`config.mk`:
```
export PLATFORM = sky130hd
export DESIGN_NAME = nubus_bswitch_sequencer_flat
export DESIGN_NICKNAME = d
export VERILOG_FILES = /design/src/rtl/nubus_bswitch_sequencer_if.sv /design/src/rtl/nubus_bswitch_sequencer.sv /design/src/flat_wrapper.sv
export SDC_FILE = /design/constraint.sdc
export NUM_CORES = 1
export LEC_CHECK = 0
export CAP_MARGIN = 20
export CORE_MARGIN = 2
export CORE_UTILIZATION = 40
export CTS_BUF_LIST = sky130_fd_sc_hd__clkbuf_8
export DETAILED_ROUTE_END_ITERATION = 7
export PLACE_DENSITY = 0.63
export SYNTH_ARGS = -nofsm -noshare
export SYNTH_HDL_FRONTEND = slang
export SYNTH_SLANG_ARGS = --single-unit
```
`constraint.sdc`:
```
create_clock -name nub_clkn -period 2.95 [get_ports nub_clkn]
set_input_delay 0.7375 -clock nub_clkn [delete_from_list [all_inputs] [get_ports nub_clkn]]
set_output_delay 0.7375 -clock nub_clkn [all_outputs]
set_load 0.01 [all_outputs]
```
`src/rtl/nubus_bswitch_sequencer_if.sv`:
```
// Request/grant and switch-enable bundle between the NuBus protocol engines and the bus switch sequencer.
// The sequencer takes the slave side; whatever drives the requests takes the master side.
interface nubus_bswitch_sequencer_if;
    logic [2:0] req;
    logic       isolate;
    logic       err_clr;
    logic [3:0] oe_n;
    logic [2:0] gnt;
    logic       busy;
    logic       wdog_err;

    modport master (
        output req, isolate, err_clr,
        input  oe_n, gnt, busy, wdog_err
    );

    modport slave (
        input  req, isolate, err_clr,
        output oe_n, gnt, busy, wdog_err
    );
endinterface

```
`src/rtl/nubus_bswitch_sequencer.sv`:
```
// Round-robin owner of the NuBus quad bus switch oe_n lines, with a break-before-make dead time.
// Defining BSWITCH_WATCHDOG_EN adds an ownership watchdog with per-requester lockout.
module nubus_bswitch_sequencer #(
    parameter logic [3:0] MASK0    = 4'b0011,
    parameter logic [3:0] MASK1    = 4'b1111,
    parameter logic [3:0] MASK2    = 4'b1100,
    parameter int         DEAD_CYC = 2,
    parameter int         WDOG_CYC = 1024
) (
    input  logic                          nub_clkn,
    input  logic                          nub_resetn,
    nubus_bswitch_sequencer_if.slave      bus
);

    typedef enum logic [1:0] {IDLE, SETTLE, OWN, DRAIN} state_t;

    localparam logic [3:0] DEAD_LOAD = 4'(DEAD_CYC - 1);

    state_t     state_q, state_d;
    logic [3:0] cnt_q, cnt_d;
    logic [1:0] owner_q, owner_d;
    logic [1:0] ptr_q, ptr_d;
    logic [3:0] oeN_q, oeN_d;
    logic [2:0] gnt_q, gnt_d;
    logic       busy_q;

    logic [2:0] eligible;
    logic [2:0] ownerOh;
    logic       reqOwner;
    logic       wdogHit;
    logic       selFound;
    logic [1:0] selIdx;
    logic [2:0] cand;

    function automatic logic [3:0] maskOf(input logic [1:0] idx);
        case (idx)
            2'd0:    maskOf = MASK0;
            2'd1:    maskOf = MASK1;
            default: maskOf = MASK2;
        endcase
    endfunction

    assign ownerOh  = 3'b001 << owner_q;
    assign reqOwner = |(bus.req & ownerOh);

`ifdef BSWITCH_WATCHDOG_EN
    logic [15:0] wdogCnt_q, wdogCnt_d;
    logic [2:0]  lockout_q, lockout_d;
    logic        wdogErr_q, wdogErr_d;

    assign wdogHit  = (state_q == OWN) && (wdogCnt_q == 16'(WDOG_CYC - 1));
    assign eligible = bus.req & ~lockout_q;

    // A lockout bit only clears once its request has been seen low; a same-cycle set wins.
    always_comb begin
        wdogCnt_d = wdogCnt_q;
        lockout_d = (lockout_q & bus.req) | (wdogHit ? ownerOh : 3'b000);
        wdogErr_d = wdogErr_q;
        if (state_q == SETTLE && state_d == OWN) begin
            wdogCnt_d = 16'd0;
        end else if (state_q == OWN) begin
            wdogCnt_d = wdogCnt_q + 16'd1;
        end
        if (wdogHit) begin
            wdogErr_d = 1'b1;
        end else if (bus.err_clr) begin
            wdogErr_d = 1'b0;
        end
    end

    always_ff @(posedge nub_clkn or negedge nub_resetn) begin
        if (!nub_resetn) begin
            wdogCnt_q <= 16'd0;
            lockout_q <= 3'b000;
            wdogErr_q <= 1'b0;
        end else begin
            wdogCnt_q <= wdogCnt_d;
            lockout_q <= lockout_d;
            wdogErr_q <= wdogErr_d;
        end
    end

    assign bus.wdog_err = wdogErr_q;
`else
    localparam int unusedWdogCyc = WDOG_CYC;
    logic unusedErrClr;

    assign unusedErrClr = bus.err_clr;
    assign wdogHit      = 1'b0;
    assign eligible     = bus.req;
    assign bus.wdog_err = 1'b0;
`endif

    // Round-robin search starting at the pointer, wrapping 0->1->2->0.
    always_comb begin
        selFound = 1'b0;
        selIdx   = ptr_q;
        cand     = 3'd0;
        for (int k = 0; k < 3; k++) begin
            cand = {1'b0, ptr_q} + 3'(k);
            if (cand >= 3'd3) begin
                cand = cand - 3'd3;
            end
            if (!selFound && eligible[cand[1:0]]) begin
                selFound = 1'b1;
                selIdx   = cand[1:0];
            end
        end
    end

    always_comb begin
        state_d = state_q;
        cnt_d   = cnt_q;
        owner_d = owner_q;
        ptr_d   = ptr_q;
        oeN_d   = oeN_q;
        gnt_d   = gnt_q;
        case (state_q)
            IDLE: begin
                if (!bus.isolate && selFound) begin
                    owner_d = selIdx;
                    cnt_d   = DEAD_LOAD;
                    state_d = SETTLE;
                end
            end
            SETTLE: begin
                // An abort here leaves the pointer alone, since nobody was ever enabled.
                if (!reqOwner || bus.isolate) begin
                    state_d = IDLE;
                end else if (cnt_q == 4'd0) begin
                    state_d = OWN;
                    oeN_d   = ~maskOf(owner_q);
                    gnt_d   = ownerOh;
                    ptr_d   = (owner_q == 2'd2) ? 2'd0 : owner_q + 2'd1;
                end else begin
                    cnt_d = cnt_q - 4'd1;
                end
            end
            OWN: begin
                if (!reqOwner || bus.isolate || wdogHit) begin
                    state_d = DRAIN;
                    cnt_d   = DEAD_LOAD;
                    oeN_d   = 4'hF;
                    gnt_d   = 3'b000;
                end
            end
            DRAIN: begin
                if (cnt_q == 4'd0) begin
                    state_d = IDLE;
                end else begin
                    cnt_d = cnt_q - 4'd1;
                end
            end
            default: begin
                state_d = IDLE;
                oeN_d   = 4'hF;
                gnt_d   = 3'b000;
            end
        endcase
    end

    always_ff @(posedge nub_clkn or negedge nub_resetn) begin
        if (!nub_resetn) begin
            state_q <= IDLE;
            cnt_q   <= 4'd0;
            owner_q <= 2'd0;
            ptr_q   <= 2'd0;
            oeN_q   <= 4'hF;
            gnt_q   <= 3'b000;
            busy_q  <= 1'b0;
        end else begin
            state_q <= state_d;
            cnt_q   <= cnt_d;
            owner_q <= owner_d;
            ptr_q   <= ptr_d;
            oeN_q   <= oeN_d;
            gnt_q   <= gnt_d;
            busy_q  <= (state_d != IDLE);
        end
    end

    assign bus.oe_n = oeN_q;
    assign bus.gnt  = gnt_q;
    assign bus.busy = busy_q;

endmodule
```
`src/flat_wrapper.sv`:
```
// flat-port wrapper written by rule: the top's interface ports become plain ports
module nubus_bswitch_sequencer_flat 
#(
    parameter logic [3:0] MASK0    = 4'b0011,
    parameter logic [3:0] MASK1    = 4'b1111,
    parameter logic [3:0] MASK2    = 4'b1100,
    parameter int         DEAD_CYC = 2,
    parameter int         WDOG_CYC = 1024
)
  (nub_clkn, nub_resetn, bus_req, bus_isolate, bus_err_clr, bus_oe_n, bus_gnt, bus_busy, bus_wdog_err);
  nubus_bswitch_sequencer_if bus_i ();
  input  logic nub_clkn;
  input  logic nub_resetn;
  input wire logic [$bits(bus_i.req)-1:0] bus_req;
  input wire logic [$bits(bus_i.isolate)-1:0] bus_isolate;
  input wire logic [$bits(bus_i.err_clr)-1:0] bus_err_clr;
  output wire logic [$bits(bus_i.oe_n)-1:0] bus_oe_n;
  output wire logic [$bits(bus_i.gnt)-1:0] bus_gnt;
  output wire logic [$bits(bus_i.busy)-1:0] bus_busy;
  output wire logic [$bits(bus_i.wdog_err)-1:0] bus_wdog_err;
  assign bus_i.req = bus_req;
  assign bus_i.isolate = bus_isolate;
  assign bus_i.err_clr = bus_err_clr;
  assign bus_oe_n = bus_i.oe_n;
  assign bus_gnt = bus_i.gnt;
  assign bus_busy = bus_i.busy;
  assign bus_wdog_err = bus_i.wdog_err;
  nubus_bswitch_sequencer #(.MASK0(MASK0), .MASK1(MASK1), .MASK2(MASK2), .DEAD_CYC(DEAD_CYC), .WDOG_CYC(WDOG_CYC)) u_core (.nub_clkn(nub_clkn), .nub_resetn(nub_resetn), .bus(bus_i));
endmodule
```
==> impl_metrics.ini <==
[drt]
ant_nets = 0
drt-initial-drc-count = 19
wl_per_cell_um = 13.05
via_per_inst = 5.537
vias = 825
route.detailed.drc = 0
routed_wl_um = 1944
firstDrtPassIters = 4

[clock_tree]
root_buffer = clkbuf_8
cts_buffer_depth = 2
worstSkewPairLatency_ns = 0.25
ctsResizeCount = 0
cts_max_level = 1
hold_buffers = 0
cts_setup_buffers = 0
clk_pin_slew_ns = 0.06
cts_buffers = 3
cts_tree = built
numClockSinks = 16

[worst_setup_path]
cp_max_fo = 6
critPathKind = in -> reg
start_kind = input pin
reg2reg_depth = 7
r2r-start = u_core.ptr_q[0]
required_ns = 3.09
regToRegSetupSlack_ns = 0.92
cpMaxStageDelayCell = clkdlybuf4s50_1
end_kind = flip-flop
setup.worst_path.start = bus_req[2]
regToRegEndpoint = u_core.cnt_q[2]
worstPathArrival_ns = 2.39
cp_slowest_stage_delay_ns = 0.58
crit_chain = clkdlybuf4s50_1 > mux2i_1 > o21ai_1 > o31a_4 > a21oi_4 > a221o_1

[global_route]
grt_pass1_vias = 759
grt.total_usage_pct = 13.42
grt_overflow = 0
grt_pass1_wl_um = 3318
grt_antenna_before_repair = 0
grt_max_degree = 17

[sta]
tightest_slew_ns = 0.7088
max_freq_ghz = 0.4443
setup_tns_ns = 0
hold_violations = 0
fin_crit_ns = 2.251
setup_viol = 0
period_share_pct = 76.30
max_slew_margin_pct = 52.60
rsz0062_at_grt = no
slew_viol_final = 0
finalClockSkew_ns = 0.004816

[synthesis]
synthesis.area_sq_mm = 0.001087
synth_top_family_by_area = compound AO/OA/AOI/OAI gates
yosysSeqAreaShare_pct = 37.05
synth_xor_area_share_pct = 0
synthCells = 106
syn_nets = 118
ys_types = 44
synth_warnings = 0
synth_area_leaders = dfrtp_1, ha_1, mux2_4, dfstp_2, mux2i_1
synthAdderAreaFrac_pct = 5.754
synthSimpleGateAreaFrac_pct = 18.53
synth_top_area_share_pct = 32.22
synth_compound_area_share_pct = 21.17
synth_area_leader_cell = dfrtp_1
async_flop_share_pct = 100.0
synth_edf_count = 0
ys_seq_elements = 16
syn_area_per_cell_sq_um = 10.26
yosys_most_used_dff = dfrtp_1
synthMuxAreaShare_pct = 11.16

[finish]
final_cell_count_no_fill = 149
final_common_cell = dfrtp_1
diodes = 0
fill_cells = 234
drive_above_1_share_pct = 19.33
layout_common_cells = dfrtp_1, clkdlybuf4s50_1, inv_1, nand2_1, nor2_1
area_delta_synth_final_pct = 17.95
fin_nets = 132

[floorplan]
io_pins = 16
dieArea_sq_mm = 0.003151
die_w_um = 56.14
core_sq_mm = 0.002522
die_h_um = 56.14
initial_core_util_pct = 43.11
rows = 18

[pwr]
leakagePower_uw = 0.0005597
powerDensity_mw_per_mm2 = 1001
ir_worst_vdd_v = 0.0005458

[placement]
gp_congestion = 0.7708
dp_hpwl_um = 1501
dp_cells = 145
io_buffers = 13

[min_path]
min_to = u_core.bus.gnt[1]
hold_path_class = reg -> reg
hold_depth = 1
hold_start = u_core.bus.gnt[1]

[run_status]
status = finished, final reports clean

[run]
cap_violations = 0
[power breakdown]
group          total (uW)  switching [uW]  leakage [uW]  internal (uW)
logic                 681             319      0.000333            361
registers             410            93.6      0.000198            317
clock network         192            74.0     0.0000288            118
[synthesized netlist by cell type, types with 2 or more instances]
cell type and count:
nand2_1 9, buf_4 3, mux2i_1 5, nand2b_1 3, dfstp_2 2, a221o_1 2
nand3b_1 3, ha_1 5, nor2_1 8, dfrtp_1 14, o21ai_0 2, o31ai_1 3
mux2_4 4, a21oi_1 2, inv_1 10, nand4bb_1 2, o21ai_2 2
[layer usage]
layer | global-route usage, % | vias to the layer above | routed length (um)
met1 | 16.09 | 387 | 893
met4 | 9.524 | 0 | 65
met5 | 0 | - | 0
met3 | 1.628 | 5 | 80
met2 | 22.02 | 28 | 904
li1 | - | 405 | -
[metrics by stage]
step / power [uW] / hold WS [ns] / cell area (sq um) / setup WS [ns] / utilization [%]
after floorplan: 919.6 / 0.4419 / 1087 / 1.086 / -
after global placement: 1075 / 0.4956 / 1227 / 0.4654 / 48.66
after detailed placement: 1098 / 0.5035 / 1227 / 0.4346 / 48.66
after CTS: 1295 / 0.5274 / 1282 / 0.7017 / 50.84
after global routing: 1377 / 0.5398 / 1282 / 0.5708 / 50.84
final: 1284 / 0.5188 / 1282 / 0.6991 / 50.84
[flip-flops by register name, summed over array words and instances, names as in the netlist]
| signal | count |
|---|---|
| u_core.ptr_q | 2 |
| u_core.bus.oe_n | 2 |
| u_core.bus.gnt | 3 |
| u_core.bus.busy | 1 |
| u_core.owner_q | 2 |
| u_core.cnt_q | 4 |
| u_core.state_q | 2 |
[worst max-delay path, delay by kind of cell]
family                 cells  cell delay, ns
AOI/OAI and AO/OA          4            0.94
buffers and inverters      1            0.58
muxes                      1            0.12
[worst max path at each step]
| stage | slack (ns) | cells after the start | to |
|---|---|---|---|
| finish | 0.70 | 6 | u_core.cnt_q[2] |
| detailed placement | 0.43 | 6 | u_core.bus.gnt[0] |
| global placement | 0.47 | 6 | u_core.bus.gnt[0] |
| CTS | 0.70 | 6 | u_core.bus.gnt[1] |
| global route | 0.57 | 6 | u_core.cnt_q[2] |
| floorplan | 1.09 | 5 | u_core.bus.gnt[0] |
[final cells by class]
type                       count  area (sq um)  area share (%)
sequential                    16         402.9           31.41
inverter                      10         37.54           2.927
timing repair buffer          13         130.1           10.15
tap                           30         37.54           2.927
clock buffer                   4         55.05           4.293
multi-input combinational     76         619.3           48.29
[logic make-up (layout without fill, tap and decap cells)]
| logic type | after synthesis | count (layout) |
|---|---|---|
| AO/OA/AOI/OAI | 25 | 25 |
| flip-flops | 16 | 16 |
| buffers and inverters | 14 | 27 |
| multiplexers | 10 | 10 |
| AND/OR/NAND/NOR | 35 | 35 |
| adder cells (fa/ha/maj) | 5 | 5 |
| other | 1 | 1 |
No activity file was read; power rests on OpenSTA's default activity.
